`config.mk`:
```
export PLATFORM = sky130hd
export DESIGN_NAME = regwb_sequencer_flat
export DESIGN_NICKNAME = d
export VERILOG_FILES = /design/src/rtl/regwb_pkg.sv /design/src/rtl/regwb_sequencer_if.sv /design/src/rtl/regwb_fifo.sv /design/src/rtl/regwb_sequencer.sv /design/src/flat_wrapper.sv
export SDC_FILE = /design/constraint.sdc
export NUM_CORES = 1
export LEC_CHECK = 0
export BUFFER_PORTS_ARGS = -buffer_cell sky130_fd_sc_hd__buf_2
export CAP_MARGIN = 20
export CORE_ASPECT_RATIO = 1.75
export CORE_MARGIN = 4
export CORE_UTILIZATION = 54
export CTS_BUF_LIST = sky130_fd_sc_hd__clkbuf_8 sky130_fd_sc_hd__clkbuf_16
export DETAILED_ROUTE_END_ITERATION = 10
export GPL_ROUTABILITY_DRIVEN = 0
export MAX_ROUTING_LAYER = met4
export PLACE_DENSITY_LB_ADDON = 0.05
export SLEW_MARGIN = 25
export SYNTH_ARGS = -nofsm -noshare
export SYNTH_HDL_FRONTEND = slang
export SYNTH_SLANG_ARGS = --single-unit
export TNS_END_PERCENT = 30
```
`constraint.sdc`:
```
create_clock -name Clock -period 2.8 [get_ports Clock]
set_clock_uncertainty 0.1 [all_clocks]
set_input_delay 0.42 -clock Clock [delete_from_list [all_inputs] [get_ports Clock]]
set_output_delay 0.42 -clock Clock [all_outputs]
set_load 0.05 [all_outputs]
```
`src/rtl/regwb_pkg.sv`:
```
// regwb_pkg: shared types for the write-back sequencer slice.
// The entry layout fixes the data and register-address widths used by the
// load FIFO; the sequencer and its interface default to the same widths.
package regwb_pkg;

    // Default geometry of the register block this sequencer writes into.
    localparam int WB_N         = 16;
    localparam int WB_ADDR_SIZE = 3;
    localparam int WB_REG_COUNT = 8;

    // One queued register-file write: destination register and its value.
    typedef struct packed {
        logic [WB_ADDR_SIZE-1:0] rd;
        logic [WB_N-1:0]         data;
    } wb_entry_t;

    // Which producer owns the write port on a given edge.
    typedef enum logic [1:0] {
        SRC_NONE,
        SRC_ALU,
        SRC_MEM
    } src_e;

endpackage

```
`src/rtl/regwb_sequencer_if.sv`:
```
// regwb_sequencer_if: producer / operand-fetch side of the write-back sequencer.
// Groups the ALU result path, the load handshake, the registered write port,
// the pending flags and the two forwarding taps.  The sequencer connects
// through the slave modport; the surrounding pipeline uses master.
interface regwb_sequencer_if
    import regwb_pkg::*;
#(
    parameter int n         = WB_N,
    parameter int addr_size = WB_ADDR_SIZE,
    parameter int reg_count = WB_REG_COUNT
);

    // ALU result path (always accepted unless stalled)
    logic                 AluValid;
    logic [addr_size-1:0] AluRd;
    logic [n-1:0]         AluData;
    logic                 AluStall;

    // Load result path (valid/ready handshake)
    logic                 MemValid;
    logic                 MemReady;
    logic [addr_size-1:0] MemRd;
    logic [n-1:0]         MemData;

    // Registered register-file write port
    logic                 WE;
    logic [addr_size-1:0] Rw;
    logic [n-1:0]         WData;

    // Hazard information for decode / operand fetch
    logic [reg_count-1:0] Pending;
    logic [addr_size-1:0] Rs1;
    logic [addr_size-1:0] Rs2;
    logic                 Fwd1Hit;
    logic                 Fwd2Hit;
    logic [n-1:0]         Fwd1Data;
    logic [n-1:0]         Fwd2Data;

    modport slave (
        input  AluValid, AluRd, AluData,
        input  MemValid, MemRd, MemData,
        input  Rs1, Rs2,
        output AluStall, MemReady,
        output WE, Rw, WData,
        output Pending,
        output Fwd1Hit, Fwd2Hit, Fwd1Data, Fwd2Data
    );

    modport master (
        output AluValid, AluRd, AluData,
        output MemValid, MemRd, MemData,
        output Rs1, Rs2,
        input  AluStall, MemReady,
        input  WE, Rw, WData,
        input  Pending,
        input  Fwd1Hit, Fwd2Hit, Fwd1Data, Fwd2Data
    );

endinterface

```
`src/rtl/regwb_fifo.sv`:
```
// regwb_fifo: circular queue of pending load write-backs.
// Pointers wrap modulo DEPTH (a power of two); an occupancy count one bit
// wider than the pointers tells full from empty.  Besides the head, the FIFO
// exposes which slots hold live entries and their destination registers so
// the sequencer can build per-register pending flags.
module regwb_fifo
    import regwb_pkg::*;
#(
    parameter int DEPTH = 4
) (
    input  logic                    Clock,
    input  logic                    Reset,
    input  logic                    push,
    input  wb_entry_t               push_entry,
    input  logic                    pop,
    output wb_entry_t               head,
    output logic                    full,
    output logic                    empty,
    output logic [DEPTH-1:0]        valid,
    output logic [WB_ADDR_SIZE-1:0] slot_rd [DEPTH]
);

    localparam int PTR_W = (DEPTH > 1) ? $clog2(DEPTH) : 1;
    localparam logic [PTR_W:0] FULL_COUNT = (PTR_W+1)'(DEPTH);

    logic [PTR_W-1:0] wr_ptr;
    logic [PTR_W-1:0] rd_ptr;
    logic [PTR_W:0]   count;
    wb_entry_t        mem [DEPTH];
    logic             do_push;
    logic             do_pop;

    assign empty   = (count == '0);
    assign full    = (count == FULL_COUNT);
    assign do_push = push && !full;
    assign do_pop  = pop && !empty;
    assign head    = mem[rd_ptr];

    // Advance pointers and occupancy; reset empties the queue, discarding entries.
    always_ff @(posedge Clock or posedge Reset) begin
        if (Reset) begin
            wr_ptr <= '0;
            rd_ptr <= '0;
            count  <= '0;
        end else begin
            // NOTE: non-blocking updates so every register here sees pre-edge values.
            if (do_push) wr_ptr <= wr_ptr + 1'b1;
            if (do_pop)  rd_ptr <= rd_ptr + 1'b1;
            case ({do_push, do_pop})
                2'b10:   count <= count + 1'b1;
                2'b01:   count <= count - 1'b1;
                default: ;
            endcase
        end
    end

    // Capture the pushed entry into the slot under the write pointer.
    // NOTE: storage has no reset; pointers and count alone decide which slots are live.
    always_ff @(posedge Clock) begin
        if (do_push) mem[wr_ptr] <= push_entry;
    end

    // A slot is live when its distance from the read pointer is below the count.
    always_comb begin
        valid = '0;
        for (int i = 0; i < DEPTH; i++) begin
            valid[i]   = ({1'b0, PTR_W'(i) - rd_ptr} < count);
            slot_rd[i] = mem[i].rd;
        end
    end

endmodule

```
`src/rtl/regwb_sequencer.sv`:
```
// regwb_sequencer: owner of the register block's single write port.
// Each edge it writes at most one result: an ALU result (accepted directly)
// or the head of the load FIFO.  The FIFO is preferred only when idle or when
// the starvation counter has forced a one-cycle ALU stall.  Also publishes
// per-register pending flags and, when REGWB_FORWARD_EN is defined, forwards
// the in-flight write to the two operand read ports (otherwise those outputs
// are tied to zero and Rs1/Rs2 are ignored).
module regwb_sequencer
    import regwb_pkg::*;
#(
    parameter int n          = WB_N,
    parameter int reg_count  = WB_REG_COUNT,
    parameter int addr_size  = WB_ADDR_SIZE,
    parameter int DEPTH      = 4,
    parameter int STARVE_MAX = 3
) (
    input  logic              Clock,
    input  logic              Reset,
    regwb_sequencer_if.slave  bus
);

    // Counter range is 0..STARVE_MAX inclusive.
    localparam int STARVE_W = $clog2(STARVE_MAX + 1);

    // Load FIFO connections
    wb_entry_t                   push_entry;
    wb_entry_t                   fifo_head;
    logic                        fifo_full;
    logic                        fifo_empty;
    logic                        fifo_push;
    logic                        fifo_pop;
    logic [DEPTH-1:0]            fifo_valid;
    logic [WB_ADDR_SIZE-1:0]     fifo_slot_rd [DEPTH];

    // Arbitration and anti-starvation
    src_e                        src;
    logic [STARVE_W-1:0]         starve_cnt;
    logic [STARVE_W-1:0]         starve_cnt_next;
    logic                        stall_next;
    logic                        stall_q;

    // Registered write port
    logic                        we_q;
    logic [addr_size-1:0]        rw_q;
    logic [n-1:0]                wdata_q;
    logic [reg_count-1:0]        pending;

    // A load is accepted whenever a slot is free before the edge; a pop on the
    // same edge does not make room for a push that was already refused.
    assign bus.MemReady = !fifo_full;
    assign fifo_push    = bus.MemValid && !fifo_full;
    assign push_entry   = '{rd: bus.MemRd, data: bus.MemData};

    regwb_fifo #(
        .DEPTH      (DEPTH)
    ) u_fifo (
        .Clock      (Clock),
        .Reset      (Reset),
        .push       (fifo_push),
        .push_entry (push_entry),
        .pop        (fifo_pop),
        .head       (fifo_head),
        .full       (fifo_full),
        .empty      (fifo_empty),
        .valid      (fifo_valid),
        .slot_rd    (fifo_slot_rd)
    );

    // Pick the source for this edge: forced drain, then ALU, then idle drain.
    always_comb begin
        // NOTE: default first so no path leaves src unassigned (no latch).
        src = SRC_NONE;
        if (stall_q && !fifo_empty) begin
            src = SRC_MEM;
        end else if (bus.AluValid && !stall_q) begin
            src = SRC_ALU;
        end else if (!fifo_empty) begin
            src = SRC_MEM;
        end
    end

    assign fifo_pop = (src == SRC_MEM);

    // Count ALU wins over a waiting load; the STARVE_MAX-th win arms the stall.
    always_comb begin
        starve_cnt_next = '0;
        stall_next      = 1'b0;
        if (src == SRC_ALU && !fifo_empty) begin
            starve_cnt_next = starve_cnt + 1'b1;
            stall_next      = (starve_cnt_next == STARVE_W'(STARVE_MAX));
        end
    end

    // Write port, stall flag and starvation counter; Rw/WData hold when idle.
    always_ff @(posedge Clock or posedge Reset) begin
        if (Reset) begin
            we_q       <= 1'b0;
            rw_q       <= '0;
            wdata_q    <= '0;
            stall_q    <= 1'b0;
            starve_cnt <= '0;
        end else begin
            starve_cnt <= starve_cnt_next;
            stall_q    <= stall_next;
            we_q       <= (src != SRC_NONE);
            case (src)
                SRC_ALU: begin
                    rw_q    <= bus.AluRd;
                    wdata_q <= bus.AluData;
                end
                SRC_MEM: begin
                    rw_q    <= fifo_head.rd;
                    wdata_q <= fifo_head.data;
                end
                default: ;
            endcase
        end
    end

    assign bus.WE       = we_q;
    assign bus.Rw       = rw_q;
    assign bus.WData    = wdata_q;
    assign bus.AluStall = stall_q;

    // A register is pending while a live FIFO entry or the output stage targets it.
    always_comb begin
        pending = '0;
        for (int i = 0; i < DEPTH; i++) begin
            if (fifo_valid[i]) pending[fifo_slot_rd[i]] = 1'b1;
        end
        if (we_q) pending[rw_q] = 1'b1;
    end

    assign bus.Pending = pending;

`ifdef REGWB_FORWARD_EN
    // The output-stage write reaches the register file only after this cycle,
    // so operand fetch takes its value directly on an address match.
    assign bus.Fwd1Hit  = we_q && (rw_q == bus.Rs1);
    assign bus.Fwd2Hit  = we_q && (rw_q == bus.Rs2);
    assign bus.Fwd1Data = wdata_q;
    assign bus.Fwd2Data = wdata_q;
`else
    // Forwarding disabled: taps read as zero and operand addresses are ignored.
    logic unused_rs;
    assign unused_rs    = ^{bus.Rs1, bus.Rs2};
    assign bus.Fwd1Hit  = 1'b0;
    assign bus.Fwd2Hit  = 1'b0;
    assign bus.Fwd1Data = '0;
    assign bus.Fwd2Data = '0;
`endif

endmodule

```
`src/flat_wrapper.sv`:
```
// flat-port wrapper written by rule: the top's interface ports become plain ports
module regwb_sequencer_flat import regwb_pkg::*;
#(
    parameter int n          = WB_N,
    parameter int reg_count  = WB_REG_COUNT,
    parameter int addr_size  = WB_ADDR_SIZE,
    parameter int DEPTH      = 4,
    parameter int STARVE_MAX = 3
)
  (Clock, Reset, bus_AluValid, bus_AluRd, bus_AluData, bus_MemValid, bus_MemRd, bus_MemData, bus_Rs1, bus_Rs2, bus_AluStall, bus_MemReady, bus_WE, bus_Rw, bus_WData, bus_Pending, bus_Fwd1Hit, bus_Fwd2Hit, bus_Fwd1Data, bus_Fwd2Data);
  regwb_sequencer_if #(.n(n), .addr_size(addr_size), .reg_count(reg_count)) bus_i ();
  input  logic Clock;
  input  logic Reset;
  input wire logic [$bits(bus_i.AluValid)-1:0] bus_AluValid;
  input wire logic [$bits(bus_i.AluRd)-1:0] bus_AluRd;
  input wire logic [$bits(bus_i.AluData)-1:0] bus_AluData;
  input wire logic [$bits(bus_i.MemValid)-1:0] bus_MemValid;
  input wire logic [$bits(bus_i.MemRd)-1:0] bus_MemRd;
  input wire logic [$bits(bus_i.MemData)-1:0] bus_MemData;
  input wire logic [$bits(bus_i.Rs1)-1:0] bus_Rs1;
  input wire logic [$bits(bus_i.Rs2)-1:0] bus_Rs2;
  output wire logic [$bits(bus_i.AluStall)-1:0] bus_AluStall;
  output wire logic [$bits(bus_i.MemReady)-1:0] bus_MemReady;
  output wire logic [$bits(bus_i.WE)-1:0] bus_WE;
  output wire logic [$bits(bus_i.Rw)-1:0] bus_Rw;
  output wire logic [$bits(bus_i.WData)-1:0] bus_WData;
  output wire logic [$bits(bus_i.Pending)-1:0] bus_Pending;
  output wire logic [$bits(bus_i.Fwd1Hit)-1:0] bus_Fwd1Hit;
  output wire logic [$bits(bus_i.Fwd2Hit)-1:0] bus_Fwd2Hit;
  output wire logic [$bits(bus_i.Fwd1Data)-1:0] bus_Fwd1Data;
  output wire logic [$bits(bus_i.Fwd2Data)-1:0] bus_Fwd2Data;
  assign bus_i.AluValid = bus_AluValid;
  assign bus_i.AluRd = bus_AluRd;
  assign bus_i.AluData = bus_AluData;
  assign bus_i.MemValid = bus_MemValid;
  assign bus_i.MemRd = bus_MemRd;
  assign bus_i.MemData = bus_MemData;
  assign bus_i.Rs1 = bus_Rs1;
  assign bus_i.Rs2 = bus_Rs2;
  assign bus_AluStall = bus_i.AluStall;
  assign bus_MemReady = bus_i.MemReady;
  assign bus_WE = bus_i.WE;
  assign bus_Rw = bus_i.Rw;
  assign bus_WData = bus_i.WData;
  assign bus_Pending = bus_i.Pending;
  assign bus_Fwd1Hit = bus_i.Fwd1Hit;
  assign bus_Fwd2Hit = bus_i.Fwd2Hit;
  assign bus_Fwd1Data = bus_i.Fwd1Data;
  assign bus_Fwd2Data = bus_i.Fwd2Data;
  regwb_sequencer #(.n(n), .reg_count(reg_count), .addr_size(addr_size), .DEPTH(DEPTH), .STARVE_MAX(STARVE_MAX)) u_core (.Clock(Clock), .Reset(Reset), .bus(bus_i));
endmodule
```
==> impl_metrics.csv <==
group,metric,value,unit
worst_setup_path,max_stage_delay,0.45,ns
yosys,syn_area,4910,µm²
pwr,p_int,4.002,mW
final_layout,finalNetCount,474,
pwr,netSwitchingFraction,42.29,%
run,max-cap-violations,0,
cts,h-tree-depth,3,
floorplan,initial_core_util,55.90,%
outcome,outcome,"complete, but fails checks",
pwr,comb_power_share,47.5,%
final_layout,synthToLayoutAreaGrowth,15.88,%
final_layout,instances_no_fill,538,
floorplan,core_area,8783,µm²
pwr,peakVddDrop,0.6335,mV
yosys,synth_top_family_by_area,"buffers and inverters",
final_layout,n_fill_cell,682,
yosys,synth-seq-area-share,61.77,%
routing,dr.pass1.iters,5,
cts,clock_latency,0.34,ns
pwr,pwr-share-clk,17.8,%
global_route,grt_pass1_vias,3063,
yosys,post_synth.cell_area_avg,14.79,µm²
worst_setup_path,arrival,2.35,ns
worst_setup_path,crit_chain,"xor2_2, ha_1, nor2b_4, a211o_4, o32ai_2, a211o_1, buf_6",
floorplan,ios,112,
placement,place_area,5288,µm²
global_route,grt_pass1_wl,15760,µm
routing,drt_wl_total,9969,µm
sta,max_freq,348.6,MHz
sta,hold_viol_final,0,
worst_setup_path,end_kind,"output pin",
sta,maxSlewViolCount,0,
routing,drc_errors,0,
final_layout,finish.instance_area,5689,µm²
worst_setup_path,critPathRequiredTime,2.28,ns
global_route,grt_overflow,0,
routing,ant_nets,0,
sta,rsz0062_at_grt,"yes",
pwr,leakagePower,2.389,nW
final_layout,multi_input_area,1554,µm²
cts,cts_root_buf,"clkbuf_16",
placement,portBuffers,71,
cts,clockBufferDepth,2,
outcome,violations,"setup timing",
worst_setup_path,critPathKind,"flip-flop to output pin",
yosys,synth_mux_area_share,9.174,%
floorplan,die_w,80.08,µm
yosys,syn_inst,332,
worst_setup_path,startpoint_type,"flip-flop",
worst_setup_path,cp_top_family,"compound AO/OA/AOI/OAI gates",
yosys,synth_adder_area_share,2.956,%
yosys,ys_types,42,
sta,relSlewSlack,56.47,%
sta,finalSetupViolations,2,
min_path,hp-class,"input pin to asynchronous set/reset pin",
floorplan,die_height,134.1,µm
cts,clk_pin_slew_worst_paths,0.07,ns
worst_setup_path,worstPathMaxFanout,5,
routing,avgViaCountPerCell,5.537,
yosys,synth-seq-cells,106,
final_layout,ff_latch_area,3035,µm²
placement,place_inst,520,
sta,finalCriticalPeriod,2.869,ns
sta,fin_tns_setup,-0.07627,ns
pwr,pwr-share-seq,34.7,%
routing,avgRoutedWirePerCell,18.53,µm
worst_setup_path,cp_slowest_cell,"dfrtp_2",
placement,dp.final_hpwl,6828,µm
yosys,synth-compound-area-share,8.282,%
sta,post-route-period-util,102.5,%
yosys,ys_warn_count,0,
cts,tritoncts,"done",
routing,drt_first_iter_violations,207,
global_route,grt_usage,20.21,%
pwr,finalPower,6.934,mW
routing,vias,2979,
pwr,powerDensity,1219,nW/µm²
floorplan,num_rows,45,
floorplan,die-area,10740,µm²
global_route,grt_max_degree,25,
global_route,antenna_found_initial,1,
final_layout,layout-drive-gt1-share,31.43,%
yosys,synth_simple_gate_area_share,6.371,%
sta,setup_ws,-0.06879,ns
cts,cts_sinks,106,
yosys,yosys.area_share.xor_xnor,1.249,%
cts,cts_buffers,9,
worst_setup_path,critPathBufInv,1,
sta,worst_pin_slew,0.6515,ns
placement,dp_slack,0.1852,ns
pwr,switchingPower,2.932,mW
[registers in the layout, indices dropped and copies added (netlist names)]
signal                flops
u_core.u_fifo.mem        76
u_core.bus.WData         16
u_core.bus.Rw             3
u_core.u_fifo.count       3
u_core.starve_cnt         2
u_core.u_fifo.rd_ptr      2
u_core.u_fifo.wr_ptr      2
u_core.bus.AluStall       1
u_core.bus.WE             1
[placed cells by master, fill, tap and decap left out, types with 3 or more instances in the layout]
master	netlist	layout
a222oi_1	19	19
nand3_1	8	8
mux4_1	3	3
nor2b_1	9	7
buf_4	34	19
buf_2	3	63
a211o_1	6	5
edfxtp_1	76	76
clkbuf_16	0	10
xnor2_1	4	4
dfrtp_1	30	28
ha_1	10	10
nor2_1	8	7
nand2_1	11	11
inv_6	0	3
a31oi_1	4	4
conb_1	1	34
buf_6	3	3
mux4_2	16	16
inv_1	37	36
o32ai_1	8	6
and3_1	5	5
nand2b_1	7	7
[logic make-up (layout without fill, tap and decap cells)]
kind of cell,after synthesis,in the layout
buffers and inverters,84,139
AND/OR/NAND/NOR,57,57
XOR/XNOR,7,7
AO/OA/AOI/OAI,46,46
flip-flops,106,106
adder cells (fa/ha/maj),11,11
other,1,35
multiplexers,20,20
[stage by stage]
stage	utilization, %	hold WS, ns
finish	64.77	0.03126
global route	64.77	0.06387
CTS	64.09	0.04454
detailed placement	60.20	0.3209
global placement	60.20	0.3177
floorplan	-	0.3023
[cell type report]
| cell class | instances | area share [%] |
|---|---|---|
| multi-input cells | 175 | 27.31 |
| well taps | 117 | 2.573 |
| inverters | 37 | 2.441 |
| repair buffers | 86 | 8.885 |
| clock inverters | 6 | 0.9897 |
| clock buffers | 10 | 4.399 |
| diodes | 1 | 0.04399 |
| flip-flops and latches | 106 | 53.35 |
[layer usage]
| layer | vias to the layer above | part of all wire [%] | GRT usage (%) |
|---|---|---|---|
| met2 | 109 | 55 | 35.47 |
| met1 | 1492 | 36 | 21.73 |
| met5 | - | 0 | - |
| li1 | 1360 | - | - |
| met4 | 0 | 3.1 | 10.15 |
| met3 | 18 | 5.9 | 2.957 |
[cell usage after synthesis]
master    instances  area, µm²
edfxtp_1         76       2282
nor2_1            8      30.03
dfrtp_1          30      750.7
buf_4            34      255.2
mux4_1            3      78.83
xor2_1            3      26.28
conb_1            1      3.750
a222oi_1         19      190.2
a21oi_1           1      5.000
and2_1            1      6.260
or3_4             1      11.26
nand4_1           2      12.51
buf_12            1      20.02
ha_1             10      125.1
a31oi_1           4      25.02
o21ai_0           1      5.000
a211o_1           6      52.55
a221oi_1          1      8.760
clkbuf_1          3      11.26
nand2_1          11      41.29
buf_6             3      33.78
fa_1              1      20.02
buf_8             1      15.01
o32ai_1           8      70.07
mux4_2           16      360.4
and3_1            5      31.28
a32oi_1           2      17.52
a211oi_1          2      15.01
nor2b_1           9      56.30
inv_1            37      138.9
nand3_1           8      40.04
nand2b_1          7      43.79
a311o_1           1      10.01
and3b_1           1      8.760
xnor2_1           4      35.03
nand3b_1          1      7.510
buf_2             3      15.01
nor2b_4           1      13.76
nor3_1            2      10.01
mux2_2            1      11.26
buf_1             2      7.510
o21a_1            1      7.510
[timing repair]
| item | CTS | global route |
|---|---|---|
| setup buffers | 0 | 1 |
| hold buffers | 0 | 0 |
| pin swaps | 3 | 6 |
| setup endpoints to repair | 8 | 8 |
| resized for setup | 12 | 11 |
| endpoints found under the hold margin | 0 | 0 |
[worst paths after layout]
kind                                                      end  cells past startpoint  slack, ns                                 from
setup / recovery                               bus_Pending[1]                      7      -0.07  u_core.u_fifo.rd_ptr[1]$_DFFE_PP0P_
hold / removal                u_core.bus.WData[2]$_DFFE_PP0P_                      2       0.03                                Reset
setup reg to reg           u_core.u_fifo.count[2]$_DFFE_PP0P_                      8       0.26   u_core.u_fifo.count[2]$_DFFE_PP0P_
hold reg to reg                u_core.starve_cnt[0]$_DFF_PP0_                      1       0.33       u_core.starve_cnt[0]$_DFF_PP0_
max in group asynchronous  u_core.u_fifo.count[2]$_DFFE_PP0P_                      3       1.87                                Reset
min in group Clock          u_core.u_fifo.mem[2][9]$_DFFE_PP_                      1       0.19                       bus_MemData[9]
[power by group through the flow]
stage	clock, mW	sequential, mW	combinational, mW
finish	1.23	2.41	3.29
global route	1.34	2.45	3.53
CTS	1.27	2.40	3.22
detailed placement	0	2.43	3.12
global placement	0	2.40	3.09
floorplan	0	2.84	2.03
(Power assumes the default switching activity.)
